## config.mk

```make
export PLATFORM = sky130hd
export DESIGN_NAME = serial_prefix_add_ctrl_flat
export DESIGN_NICKNAME = d
export VERILOG_FILES = /design/src/rtl/serial_prefix_add_pkg.sv /design/src/rtl/serial_prefix_add_ctrl_if.sv /design/src/rtl/serial_prefix_add_ctrl_prefix_add8_ci.sv /design/src/rtl/serial_prefix_add_ctrl.sv /design/src/flat_wrapper.sv
export SDC_FILE = /design/constraint.sdc
export NUM_CORES = 1
export LEC_CHECK = 0
export CORE_MARGIN = 4
export CORE_UTILIZATION = 51
export CTS_CLUSTER_SIZE = 12
export DETAILED_ROUTE_END_ITERATION = 8
export GPL_ROUTABILITY_DRIVEN = 1
export PLACE_DENSITY = 0.89
export SLEW_MARGIN = 20
export SYNTH_ARGS = -nofsm -noshare
export SYNTH_HDL_FRONTEND = slang
export SYNTH_SLANG_ARGS = --single-unit
```

## constraint.sdc

```tcl
create_clock -name clk -period 4.7 [get_ports clk]
set_clock_uncertainty 0.05 [all_clocks]
set_input_delay 0.705 -clock clk [delete_from_list [all_inputs] [get_ports clk]]
set_output_delay 0.705 -clock clk [all_outputs]
set_load 0.05 [all_outputs]
```

## src/rtl/serial_prefix_add_pkg.sv

```systemverilog
// Shared types and helpers for the byte-serial prefix-adder sequencer.
package serial_prefix_add_pkg;

   typedef enum logic [1:0] {IDLE, RUN, DONE} state_t;

   localparam int SLICE_W = 8;

   function automatic int idx_width(input int nbytes);
      if (nbytes <= 1) return 1;
      return $clog2(nbytes);
   endfunction

endpackage

```

## src/rtl/serial_prefix_add_ctrl_if.sv

```systemverilog
// Operand/result handshake bundle for serial_prefix_add_ctrl.
// SERIAL_PREFIX_ADD_SUB_EN adds the sub request bit.
interface serial_prefix_add_ctrl_if #(parameter int NBYTES = 4);
   import serial_prefix_add_pkg::*;

   localparam int WIDTH = SLICE_W * NBYTES;

   logic             in_valid;
   logic             in_ready;
   logic [WIDTH-1:0] a;
   logic [WIDTH-1:0] b;
   logic             out_valid;
   logic             out_ready;
   logic [WIDTH-1:0] sum;
   logic             cout;
   logic             ovf;
   logic             busy;
`ifdef SERIAL_PREFIX_ADD_SUB_EN
   logic             sub;

   modport master (output in_valid, a, b, sub, out_ready,
                   input  in_ready, out_valid, sum, cout, ovf, busy);
   modport slave  (input  in_valid, a, b, sub, out_ready,
                   output in_ready, out_valid, sum, cout, ovf, busy);
`else
   modport master (output in_valid, a, b, out_ready,
                   input  in_ready, out_valid, sum, cout, ovf, busy);
   modport slave  (input  in_valid, a, b, out_ready,
                   output in_ready, out_valid, sum, cout, ovf, busy);
`endif

endinterface

```

## src/rtl/serial_prefix_add_ctrl_prefix_add8_ci.sv

```systemverilog
// 8-bit Sklansky prefix adder slice with carry-in; purely combinational.
module prefix_add8_ci
   import serial_prefix_add_pkg::*;
(
   input  logic [SLICE_W-1:0] a,
   input  logic [SLICE_W-1:0] b,
   input  logic               cin,
   output logic [SLICE_W-1:0] sum,
   output logic               cout,
   output logic               c7
);

   // One Sklansky level: bit i combines with the top bit of the block below it.
   function automatic logic [SLICE_W-1:0] g_level(input logic [SLICE_W-1:0] g,
                                                  input logic [SLICE_W-1:0] p,
                                                  input int lvl);
      logic [SLICE_W-1:0] gn;
      int j;
      gn = g;
      for (int i = 0; i < SLICE_W; i++) begin
         if (((i >> lvl) & 1) == 1) begin
            j = ((i >> lvl) << lvl) - 1;
            gn[i[2:0]] = g[i[2:0]] | (p[i[2:0]] & g[j[2:0]]);
         end
      end
      return gn;
   endfunction

   function automatic logic [SLICE_W-1:0] p_level(input logic [SLICE_W-1:0] p,
                                                  input int lvl);
      logic [SLICE_W-1:0] pn;
      int j;
      pn = p;
      for (int i = 0; i < SLICE_W; i++) begin
         if (((i >> lvl) & 1) == 1) begin
            j = ((i >> lvl) << lvl) - 1;
            pn[i[2:0]] = p[i[2:0]] & p[j[2:0]];
         end
      end
      return pn;
   endfunction

   logic [SLICE_W-1:0] g0, p0, g1, p1, g2, p2, g3;
   logic [SLICE_W-1:0] carry;

   // Folding cin into bit 0's generate makes every G[i:0] include P[i:0]&cin.
   assign p0 = a ^ b;
   assign g0 = (a & b) | {{(SLICE_W-1){1'b0}}, p0[0] & cin};

   assign g1 = g_level(g0, p0, 0);
   assign p1 = p_level(p0, 0);
   assign g2 = g_level(g1, p1, 1);
   assign p2 = p_level(p1, 1);
   assign g3 = g_level(g2, p2, 2);

   assign carry = {g3[SLICE_W-2:0], cin};
   assign sum   = p0 ^ carry;
   assign cout  = g3[SLICE_W-1];
   assign c7    = g3[SLICE_W-2];

endmodule

```

## src/rtl/serial_prefix_add_ctrl.sv

```systemverilog
// Byte-serial wide adder: one 8-bit prefix slice iterated LSB first with a registered carry.
// SERIAL_PREFIX_ADD_SUB_EN enables A-B via the sub handshake bit.
module serial_prefix_add_ctrl
   import serial_prefix_add_pkg::*;
#(
   parameter int NBYTES = 4
)(
   input logic                     clk,
   input logic                     rst_n,
   serial_prefix_add_ctrl_if.slave bus
);

   localparam int             WIDTH = SLICE_W * NBYTES;
   localparam int             IW    = idx_width(NBYTES);
   localparam logic [IW-1:0]  LAST  = IW'(NBYTES - 1);

   state_t             state;
   logic [IW-1:0]      idx;
   logic               carry;
   logic [WIDTH-1:0]   a_q, b_q, sum_q;
   logic               cout_q, ovf_q;
   logic               in_ready_q, out_valid_q, busy_q;

   logic [WIDTH-1:0]   b_in;
   logic               cin0;
   logic [SLICE_W-1:0] a_byte, b_byte, s_sum;
   logic               s_cout, s_c7;

`ifdef SERIAL_PREFIX_ADD_SUB_EN
   assign b_in = bus.sub ? ~bus.b : bus.b;
   assign cin0 = bus.sub;
`else
   assign b_in = bus.b;
   assign cin0 = 1'b0;
`endif

   always_comb begin
      a_byte = '0;
      b_byte = '0;
      for (int k = 0; k < NBYTES; k++) begin
         if (idx == IW'(k)) begin
            a_byte = a_q[k*SLICE_W +: SLICE_W];
            b_byte = b_q[k*SLICE_W +: SLICE_W];
         end
      end
   end

   prefix_add8_ci u_slice (
      .a    (a_byte),
      .b    (b_byte),
      .cin  (carry),
      .sum  (s_sum),
      .cout (s_cout),
      .c7   (s_c7)
   );

   always_ff @(posedge clk or negedge rst_n) begin
      if (!rst_n) begin
         state       <= IDLE;
         idx         <= '0;
         carry       <= 1'b0;
         a_q         <= '0;
         b_q         <= '0;
         sum_q       <= '0;
         cout_q      <= 1'b0;
         ovf_q       <= 1'b0;
         in_ready_q  <= 1'b1;
         out_valid_q <= 1'b0;
         busy_q      <= 1'b0;
      end else begin
         case (state)
            IDLE: begin
               if (bus.in_valid) begin
                  a_q        <= bus.a;
                  b_q        <= b_in;
                  carry      <= cin0;
                  idx        <= '0;
                  state      <= RUN;
                  in_ready_q <= 1'b0;
                  busy_q     <= 1'b1;
               end
            end
            RUN: begin
               for (int k = 0; k < NBYTES; k++) begin
                  if (idx == IW'(k)) sum_q[k*SLICE_W +: SLICE_W] <= s_sum;
               end
               carry <= s_cout;
               idx   <= idx + 1'b1;
               if (idx == LAST) begin
                  cout_q      <= s_cout;
                  ovf_q       <= s_cout ^ s_c7;
                  state       <= DONE;
                  out_valid_q <= 1'b1;
               end
            end
            DONE: begin
               if (bus.out_ready) begin
                  state       <= IDLE;
                  out_valid_q <= 1'b0;
                  in_ready_q  <= 1'b1;
                  busy_q      <= 1'b0;
               end
            end
            default: state <= IDLE;
         endcase
      end
   end

   assign bus.in_ready  = in_ready_q;
   assign bus.out_valid = out_valid_q;
   assign bus.sum       = sum_q;
   assign bus.cout      = cout_q;
   assign bus.ovf       = ovf_q;
   assign bus.busy      = busy_q;

endmodule
```

## src/flat_wrapper.sv

```systemverilog
// flat-port wrapper written by rule: the top's interface ports become plain ports
module serial_prefix_add_ctrl_flat import serial_prefix_add_pkg::*;
#(
   parameter int NBYTES = 4
)
  (clk, rst_n, bus_in_valid, bus_a, bus_b, bus_out_ready, bus_in_ready, bus_out_valid, bus_sum, bus_cout, bus_ovf, bus_busy);
  serial_prefix_add_ctrl_if #(.NBYTES(NBYTES)) bus_i ();
  input logic clk;
  input logic rst_n;
  input wire logic [$bits(bus_i.in_valid)-1:0] bus_in_valid;
  input wire logic [$bits(bus_i.a)-1:0] bus_a;
  input wire logic [$bits(bus_i.b)-1:0] bus_b;
  input wire logic [$bits(bus_i.out_ready)-1:0] bus_out_ready;
  output wire logic [$bits(bus_i.in_ready)-1:0] bus_in_ready;
  output wire logic [$bits(bus_i.out_valid)-1:0] bus_out_valid;
  output wire logic [$bits(bus_i.sum)-1:0] bus_sum;
  output wire logic [$bits(bus_i.cout)-1:0] bus_cout;
  output wire logic [$bits(bus_i.ovf)-1:0] bus_ovf;
  output wire logic [$bits(bus_i.busy)-1:0] bus_busy;
  assign bus_i.in_valid = bus_in_valid;
  assign bus_i.a = bus_a;
  assign bus_i.b = bus_b;
  assign bus_i.out_ready = bus_out_ready;
  assign bus_in_ready = bus_i.in_ready;
  assign bus_out_valid = bus_i.out_valid;
  assign bus_sum = bus_i.sum;
  assign bus_cout = bus_i.cout;
  assign bus_ovf = bus_i.ovf;
  assign bus_busy = bus_i.busy;
  serial_prefix_add_ctrl #(.NBYTES(NBYTES)) u_core (.clk(clk), .rst_n(rst_n), .bus(bus_i));
endmodule
```

[Word-level counts from Yosys, hierarchy flattened]
Index checks and enable logic that the tools add are counted.
Operators by class
  eq/ne operators: 8
  bitwise logic cells: 35
  reductions and logical operators: 14
  muxes and demuxes: 23
  $add $sub $neg: 1
Operator list (count)
  2-to-1 mux 8 bit: 8
  AND 1 bit: 18
  XOR 8 bit: 2
  OR 1 bit: 12
  AND reduction 2 bit: 6
  AND reduction 3 bit: 3
  AND 8 bit: 1
  2-to-1 mux 2 bit: 4
  OR 8 x 1 -> 8 bit: 1
  one-hot mux 1 bit (2 select lines): 4
  equality test 2 bit (second input constant): 3
  one-hot mux 2 bit (3 select lines): 1
  nonzero test 2 bit: 3
  2-to-1 mux 1 bit: 5
  equality test 2 x 1 -> 1 bit (second input constant): 2
  logical NOT 2 bit: 2
  != test 2 bit (second input constant): 2
  one-hot mux 2 bit (2 select lines): 1
  adder 2 x 1 -> 2 bit (second input constant): 1
  != test 2 x 1 -> 1 bit (second input constant): 1
  XOR 1 bit: 1
Word-level totals
  bits of input ports: 68
  output and inout port bits: 37
  register bits: 106

[Logic depth before layout (Yosys ltp)]
Gate-level depths: netlist (run 1).
  word-level depth: 15
  depth in mapped cells: 14

[Modules after synthesis]
A second synthesis (run 1) with hierarchy kept.
Unflattened totals
  cell total of the unflattened synthesis: 363
  area, all modules: 4971.0 µm²
By module, submodules not included
  serial_prefix_add_ctrl: cells an instance 324, times used 1, area an instance 4636.9 µm², sequential area each 2653.8 µm²
  prefix_add8_ci: cells an instance 39, times used 1, area an instance 334.1 µm², sequential area each 0.0 µm²

[Worst setup path after synthesis (run 1)]
OpenSTA, ideal clock, no wires.
  path type: register to register
  start: reg u_core.idx[0]
  end: reg u_core.cout_q (netlist: u_core.bus.cout)
  period minus slack after synthesis: 3.297 ns
  required time: 4.526 ns
  stages on the path, launching flop included: 13
  arrival time: 3.123 ns
  path slack: 1.403 ns
  path buffers: 1
  path through: dfrtp_1 -> inv_1 -> ha_1 -> nor2b_2 -> buf_2 -> a221oi_1 -> o31ai_1 -> fa_1 -> fa_1 -> a21o_1 -> a41o_1 -> o21a_4 -> o31a_1
On the way
  cells in the longest elaborated chain, start to end: 14
  elaborated cells on any way between the ends: 35
Ends and longest elaborated chain
  from (decl): line serial_prefix_add_ctrl.sv:18  | logic [IW-1:0] idx;
  from (signal assigned): line serial_prefix_add_ctrl.sv:88  | idx <= idx + 1'b1;
  logical NOT 2 bit: line serial_prefix_add_ctrl.sv:41  | if (idx == IW'(k)) begin
  2-to-1 mux 8 bit (4 in series): line serial_prefix_add_ctrl.sv:41
  XOR 8 bit: line serial_prefix_add_ctrl_prefix_add8_ci.sv:47  | assign p0 = a ^ b;
  AND 1 bit: line serial_prefix_add_ctrl_prefix_add8_ci.sv:48  | assign g0 = (a & b) | {{(SLICE_W-1){1'b0}}, p0[0] & cin};
  OR 8 x 1 -> 8 bit: line serial_prefix_add_ctrl_prefix_add8_ci.sv:48
  AND 1 bit: line serial_prefix_add_ctrl_prefix_add8_ci.sv:23  | gn[i[2:0]] = g[i[2:0]] | (p[i[2:0]] & g[j[2:0]]);
  OR 1 bit: line serial_prefix_add_ctrl_prefix_add8_ci.sv:23
  AND 1 bit: line serial_prefix_add_ctrl_prefix_add8_ci.sv:23
  OR 1 bit: line serial_prefix_add_ctrl_prefix_add8_ci.sv:23
  AND 1 bit: line serial_prefix_add_ctrl_prefix_add8_ci.sv:23
  OR 1 bit: line serial_prefix_add_ctrl_prefix_add8_ci.sv:23
  to (signal assigned): line serial_prefix_add_ctrl.sv:90  | cout_q <= s_cout;
  to (decl): line serial_prefix_add_ctrl.sv:21  | logic cout_q, ovf_q;
Several ways; a longest one is shown, not always the timed one.
A chain may end at the register's enable or synchronous reset.

[Worst setup path in the final report (run 1)]
  start: reg u_core.idx[1]
  end: reg u_core.sum_q[4] (netlist: u_core.bus.sum[4])
On the way
  cells in the longest elaborated chain, start to end: 13
  elaborated cells on any way between the ends: 25
Ends and longest elaborated chain
  logical NOT 2 bit: line serial_prefix_add_ctrl.sv:41, serial_prefix_add_ctrl.sv:85
  2-to-1 mux 8 bit (4 in series): line serial_prefix_add_ctrl.sv:41
  XOR 8 bit: line serial_prefix_add_ctrl_prefix_add8_ci.sv:47
  AND 1 bit: line serial_prefix_add_ctrl_prefix_add8_ci.sv:48
  OR 8 x 1 -> 8 bit: line serial_prefix_add_ctrl_prefix_add8_ci.sv:48
  AND 1 bit: line serial_prefix_add_ctrl_prefix_add8_ci.sv:23
  OR 1 bit: line serial_prefix_add_ctrl_prefix_add8_ci.sv:23
  AND 1 bit: line serial_prefix_add_ctrl_prefix_add8_ci.sv:23
  OR 1 bit: line serial_prefix_add_ctrl_prefix_add8_ci.sv:23
  XOR 8 bit: line serial_prefix_add_ctrl_prefix_add8_ci.sv:57  | assign sum = p0 ^ carry;
  to (signal, indexed assignment): line serial_prefix_add_ctrl.sv:85  | if (idx == IW'(k)) sum_q[k*SLICE_W +: SLICE_W] <= s_sum;
  to (decl): line serial_prefix_add_ctrl.sv:20  | logic [WIDTH-1:0] a_q, b_q, sum_q;
Several ways; a longest one is shown, not always the timed one.

==> summary.txt, run 1 <==
Run status
  • Status: complete, no violations

Clocking
  • Reg clk slew, reported paths: 0.10 ns
  • Cts bufs inserted: 9
  • Max Root-Sink Buffers: 2
  • CTS tree: yes
  • Post-CTS Setup Inserts: 0
  • Clock Tree Root: clkbuf_8
  • Post-CTS Resized: 0
  • H-tree depth: 3
  • Cts-stage hold buffer count: 0
  • Clk Latency, worst-skew pair: 0.37 ns
  • Clock tree sinks: 106

Logic synthesis
  • Top-area cell type share of the netlist area: 0.540
  • Yosys reg bits: 106
  • Most numerous cell in the Yosys netlist: dfrtp_1
  • EDFF count, synth: 0
  • Combinational family with the most area after synthesis: multiplexers
  • Synth warnings: 0
  • Synth area leader: dfrtp_1
  • Top cells by area, synth: dfrtp_1 54%, mux2_2 16%, o31ai_1 3.1%, nand2_1 3.0%, a221oi_1 2.7%
  • Post-synth cell types: 44
  • XOR/XNOR Fraction of Synth Area: 0.00360
  • Mapped Cells: 383
  • Syn Area/Cell: 12.7 um2
  • Post-synth ARST share: 1.00
  • Mux cell area share after synthesis: 0.176
  • Commonest cells in the netlist: 105 x dfrtp_1, 69 x mux2_2, 39 x nand2_1, 20 x o31ai_1, 18 x o21ai_0
  • Predominant post-synthesis flop cell: dfrtp_1
  • Synth Area in Adders: 0.0422
  • Synth Area in Simple Gates: 0.0805
  • Post-synthesis compound-gate area fraction: 0.117
  • Sequential fraction of the synthesis area: 0.545
  • Post-Syn Nets: 465
  • Mapped cell area: 0.00487 mm2

Floorplanning
  • Die Ht: 106 um
  • Starting density of the core: 0.524
  • Die Area: 0.0112 mm2
  • Standard-cell row count: 35
  • Die outline width: 106 um
  • Core area: 0.00928 mm2
  • IO Pins: 105

Worst setup path
  • Worst path bufs/invs: 1
  • Worst Reg2Reg Path Length in Cells: 11
  • Nature of the critical path endpoint: register
  • Critical path launch point type: register
  • CP max stage cell: fa_1
  • R2r setup slk: 0.98 ns
  • WS Path Type: reg -> reg
  • Worst EP required: 4.94 ns
  • Top cell by count, worst path: fa_1
  • Worst R2R End: u_core.bus.sum[4]$_DFFE_PN0P_
  • CP Max Fanout: 15
  • R2r startpoint: u_core.idx[1]$_DFFE_PN0P_
  • CP Cell Sequence: inv_1, ha_1, nor2b_2, a221oi_1, o31ai_1, fa_1, fa_1, a21o_1, a21oi_1, fa_1, o21ai_0
  • CP Data Arrival Time: 3.96 ns
  • Crit path max-delay family: adder cells
  • Max incr delay on CP: 0.49 ns

Global routing
  • All-Layer GR Usage: 0.198
  • Initial antenna violation count: 0
  • Largest net degree at the start of global routing: 65
  • Total grt overflow: 0
  • Vias in the first global route: 3486
  • First-pass GRT wire length: 17500 um

Placement
  • Dpl cells: 599
  • DP Area: 0.00596 mm2
  • GP Congestion: 0.873
  • Port-buffer cells: 104
  • Post-DP HPWL: 8120 um
  • Place WS: 1.03 ns

Timing
  • RSZ-0062 raised after global routing: false
  • Max-slew violation count: 0
  • Tcrit/Tclk final: 0.791
  • Max Freq: 0.269 GHz
  • Slew HR: 0.486
  • Actual slew at the worst max-slew pin: 0.771 ns
  • Total negative slack: 0 ns
  • Final setup viols: 0
  • Crit path time final: 3.72 ns
  • Fin. Hold Viols: 0
  • Worst hold slack: 0.295 ns
  • Final worst setup slack: 0.983 ns

Pwr
  • PD cells: 843 mW/mm2
  • Leakage: 2.58 nW
  • Peak VDD IR: 0.337 mV
  • Power Total: 5.19 mW

Cells and area
  • P&R area growth vs syn: 26.4%
  • Fillers: 698
  • Share of layout cells above drive strength 1: 0.212
  • Post-route cell area: 0.00615 mm2
  • Nets: 563
  • Finished Layout Cells: 615
  • Post-layout util: 0.663
  • Antenna diodes: 0

Drt
  • DRT Wirelength: 10700 um
  • Final ANT Viol Nets: 0
  • Number of remaining DRC errors: 0
  • Vias: 3391
  • Drt wl/cell: 17.4 um
  • DR iter-0 viols: 140
  • Detail-routed via count per cell: 5.51
  • Pre-antenna DRT Iters: 4

Worst hold path
  • Hold Path Class: in -> async

Flow run
  • Max-Cap Viols: 0
[worst max path at each step]
stage,from,to,slack (ns),cells past startpoint
global route,u_core.idx[1]$_DFFE_PN0P_,u_core.bus.sum[4]$_DFFE_PN0P_,0.65,11
floorplan,u_core.idx[0]$_DFFE_PN0P_,u_core.bus.cout$_DFFE_PN0P_,1.40,12
CTS,u_core.idx[1]$_DFFE_PN0P_,u_core.bus.sum[4]$_DFFE_PN0P_,1.0,11
detailed placement,u_core.idx[1]$_DFFE_PN0P_,u_core.bus.sum[4]$_DFFE_PN0P_,1.03,11
global placement,u_core.idx[1]$_DFFE_PN0P_,u_core.bus.sum[28]$_DFFE_PN0P_,1.22,11
finish,u_core.idx[1]$_DFFE_PN0P_,u_core.bus.sum[4]$_DFFE_PN0P_,0.98,11
[logic make-up (layout without fill, tap and decap cells)]
logic type,Yosys count,count (layout)
AND/OR/NAND/NOR,76,76
multiplexers,76,76
adder cells (fa/ha/maj),14,14
flip-flops,106,106
AO/OA/AOI/OAI,81,81
buffers and inverters,28,131
XOR/XNOR,2,2
[area by class of cell]
type | instances | area (um2) | area share
flip-flops and latches | 106 | 2650 | 0.431
repair buffers | 109 | 1080 | 0.175
well taps | 129 | 161 | 0.0262
multi-input cells | 249 | 2040 | 0.332
clock buffers | 12 | 145 | 0.0236
clock inverters | 4 | 51.3 | 0.00834
inverters | 6 | 22.5 | 0.00366
[cell usage in the layout (no fill, tap or decap), types with 2 or more instances in the layout]
master	instances
nor2_1	3
clkdlybuf4s50_1	103
a221oi_1	15
mux2_1	7
o21ai_0	18
clkbuf_8	10
ha_1	10
o31ai_2	2
nor3_1	3
mux2_2	69
dfrtp_1	105
a21oi_1	14
nand2_1	39
o31ai_1	20
nand2_2	4
nor2b_1	15
a21o_1	4
fa_1	4
nand3_1	2
buf_4	6
inv_1	5
clkbuf_1	2
[where the power goes]
group	switching, mW	internal, mW	total (mW)
combinational	1.71	1.25	2.96
clock	0.289	0.261	0.551
sequential	0.299	1.37	1.67
total	2.30	2.89	5.19
[flip-flops by register name, indices dropped and copies added, names as in the netlist]
register,cells
u_core.bus.ovf,1
u_core.bus.in_ready,1
u_core.bus.out_valid,1
u_core.carry,1
u_core.bus.cout,1
u_core.state,2
u_core.b_q,32
u_core.bus.sum,32
u_core.idx,2
u_core.a_q,32
u_core.bus.busy,1
[routing by layer]
layer  share of wire  global-route usage
met4           0.027              0.0638
met3           0.068              0.0545
met1            0.43               0.268
met2            0.48               0.311
met5               0                   0
No activity file was read; power rests on OpenSTA's default activity.
==> run 2, diff against run 1 <==
--- a/config.mk
+++ b/config.mk
@@ -6,11 +6,11 @@
 export NUM_CORES = 1
 export LEC_CHECK = 0
 export CORE_MARGIN = 4
-export CORE_UTILIZATION = 51
+export CORE_UTILIZATION = 46
 export CTS_CLUSTER_SIZE = 12
 export DETAILED_ROUTE_END_ITERATION = 8
 export GPL_ROUTABILITY_DRIVEN = 1
-export PLACE_DENSITY = 0.89
+export PLACE_DENSITY = 0.85
 export SLEW_MARGIN = 20
 export SYNTH_ARGS = -nofsm -noshare
 export SYNTH_HDL_FRONTEND = slang
==> constraint.sdc (replaced) <==
create_clock -name clk -period 3.1 [get_ports clk]
set_clock_uncertainty 0.05 [all_clocks]
set_input_delay 0.465 -clock clk [delete_from_list [all_inputs] [get_ports clk]]
set_output_delay 0.465 -clock clk [all_outputs]
set_load 0.05 [all_outputs]
==> summary.txt, run 2 (synthesis gave the netlist of run 1 again) <==
Drt
  • DRT Wirelength: 11100 um
  • Met2 WL: 5640 um
  • Drt wl/cell: 17.4 um
  • Detail-routed via count per cell: 5.44
  • Met3 WL: 697 um
  • DR iter-0 viols: 217
  • Top sig layer: met4
  • WL met1: 4660 um
  • Vias: 3469
  • Number of remaining DRC errors: 0
  • Pre-antenna DRT Iters: 4
  • Final ANT Viol Nets: 0

Worst setup path
  • CP Max Fanout: 6
  • CP Data Arrival Time: 3.34 ns
  • Worst EP required: 3.31 ns
  • Nature of the critical path endpoint: register
  • WS Path Type: reg -> reg
  • Top cell by count, worst path: fa_2
  • Max incr delay on CP: 0.42 ns
  • CP max stage cell: dfrtp_2
  • CP Cell Sequence: buf_6, ha_4, nor2b_4, a221oi_2, o31ai_2, fa_2, fa_2, a21o_1, a41o_1, o21a_4, o31a_1
  • Critical path launch point type: register

Timing
  • Crit path time final: 3.13 ns
  • Final setup viols: 5
  • Final worst setup slack: -0.0312 ns
  • Actual slew at the worst max-slew pin: 0.755 ns
  • RSZ-0062 raised after global routing: true
  • Fin. Hold Viols: 0
  • Max Freq: 0.319 GHz
  • Total negative slack: -0.0755 ns
  • Max-slew violation count: 0
  • Slew HR: 0.497
  • Tcrit/Tclk final: 1.01

Global routing
  • Total grt overflow: 0
  • Vias in the first global route: 3537
  • All-Layer GR Usage: 0.180
  • First-pass GRT wire length: 17900 um
  • Initial antenna violation count: 0
  • Largest net degree at the start of global routing: 88

Clocking
  • Reg clk slew, reported paths: 0.10 ns
  • Cts bufs inserted: 9
  • Clk Latency, worst-skew pair: 0.38 ns
  • Clock tree sinks: 106
  • H-tree depth: 3
  • Cts-stage hold buffer count: 0
  • Clock Tree Root: clkbuf_8
  • Max Root-Sink Buffers: 2
  • CTS tree: yes

Placement
  • Post-DP HPWL: 8370 um
  • Port-buffer cells: 104
  • GP Congestion: 0.857
  • Dpl cells: 621

Cells and area
  • Most frequent cells in the layout: 104 x dfrtp_1, 103 x clkdlybuf4s50_1, 69 x mux2_2, 39 x nand2_1, 19 x buf_4
  • Nets: 579
  • P&R area growth vs syn: 32.0%
  • Commonest non-fill, non-tap cell in the layout: dfrtp_1
  • Finished Layout Cells: 638
  • Share of layout cells above drive strength 1: 0.287
  • Antenna diodes: 0

Flow run
  • Max-Cap Viols: 0

Worst hold path
  • Hold Path Class: in -> async

Floorplanning
  • Die outline width: 111 um
  • Starting density of the core: 0.471
  • Die Ht: 111 um
  • Standard-cell row count: 37
  • Core area: 0.0103 mm2
  • Die Area: 0.0123 mm2
  • IO Pins: 105

Run status
  • Status: finished, violations left
  • Failing checks: negative setup slack
[run 2: cell types whose count changed in the layout (fill, tap and decap cells not counted), sizes merged]
cell,change
buf,+16
clkbuf,-2
inv,+2
bufinv,-1
clkinvlp,+1
[run 2: through the flow]
stage	hold slack, ns	setup slack [ns]	utilization	cell area [um2]
2_1_floorplan	0.119	0.00387	-	4910
3_3_place_gp	0.409	0.0371	0.593	6120
3_5_place_dp	0.419	-0.0938	0.593	6120
4_1_cts	0.265	0.00565	0.613	6330
5_1_grt	0.147	-0.109	0.622	6420
6_report	0.0902	-0.0312	0.622	6420
[run 2: worst paths after layout]
kind / from / end / slack [ns] / cells after the start
max: u_core.idx[0]$_DFFE_PN0P_ / u_core.bus.cout$_DFFE_PN0P_ / -0.03 / 11
min: rst_n / u_core.bus.sum[20]$_DFFE_PN0P_ / 0.09 / 1
max reg2reg: u_core.idx[0]$_DFFE_PN0P_ / u_core.bus.cout$_DFFE_PN0P_ / -0.03 / 11
min reg2reg: u_core.bus.sum[22]$_DFFE_PN0P_ / u_core.bus.sum[22]$_DFFE_PN0P_ / 0.44 / 2
max in group asynchronous: rst_n / u_core.b_q[8]$_DFFE_PN0P_ / 2.25 / 2
min in group clk: u_core.bus.sum[22]$_DFFE_PN0P_ / u_core.bus.sum[22]$_DFFE_PN0P_ / 0.44 / 2
[run 2: final cells by class]
class                           count  area (um2)
Multi-Input combinational cell    249        2170
Clock buffer                       10         138
Inverter                            6        22.5
Timing Repair Buffer              125        1220
Tap cell                          136         170
Sequential cell                   106        2660
Fill cell                         761        3900
Clock inverter                      6        50.0
[run 2: worst max-delay path: cells and delay by family, from the launching register on]
kind                     cells  cell delay [ns]
flip-flops                   1             0.42
AND/OR/NAND/NOR              1             0.08
buffers and inverters        1             0.12
adder cells (fa/ha/maj)      3             0.95
AO/OA/AOI/OAI                6             1.41
[run 2: per-layer routing]
metal | track usage | up-vias
met5 | 0 | -
met4 | 0.0624 | 0
met3 | 0.0344 | 11
met2 | 0.307 | 131
met1 | 0.229 | 1725
li1 | - | 1602
[run 2: what timing repair did]
action                     CTS  global route
gates resized for setup      4            22
cloned                       0             0
pin swaps                    5            14
buffers inserted             0             1
setup endpoints to repair   26            27
Power of run 2 is not shown: default switching activity piles up to over one toggle a cycle in this logic, so the estimate is an artifact.
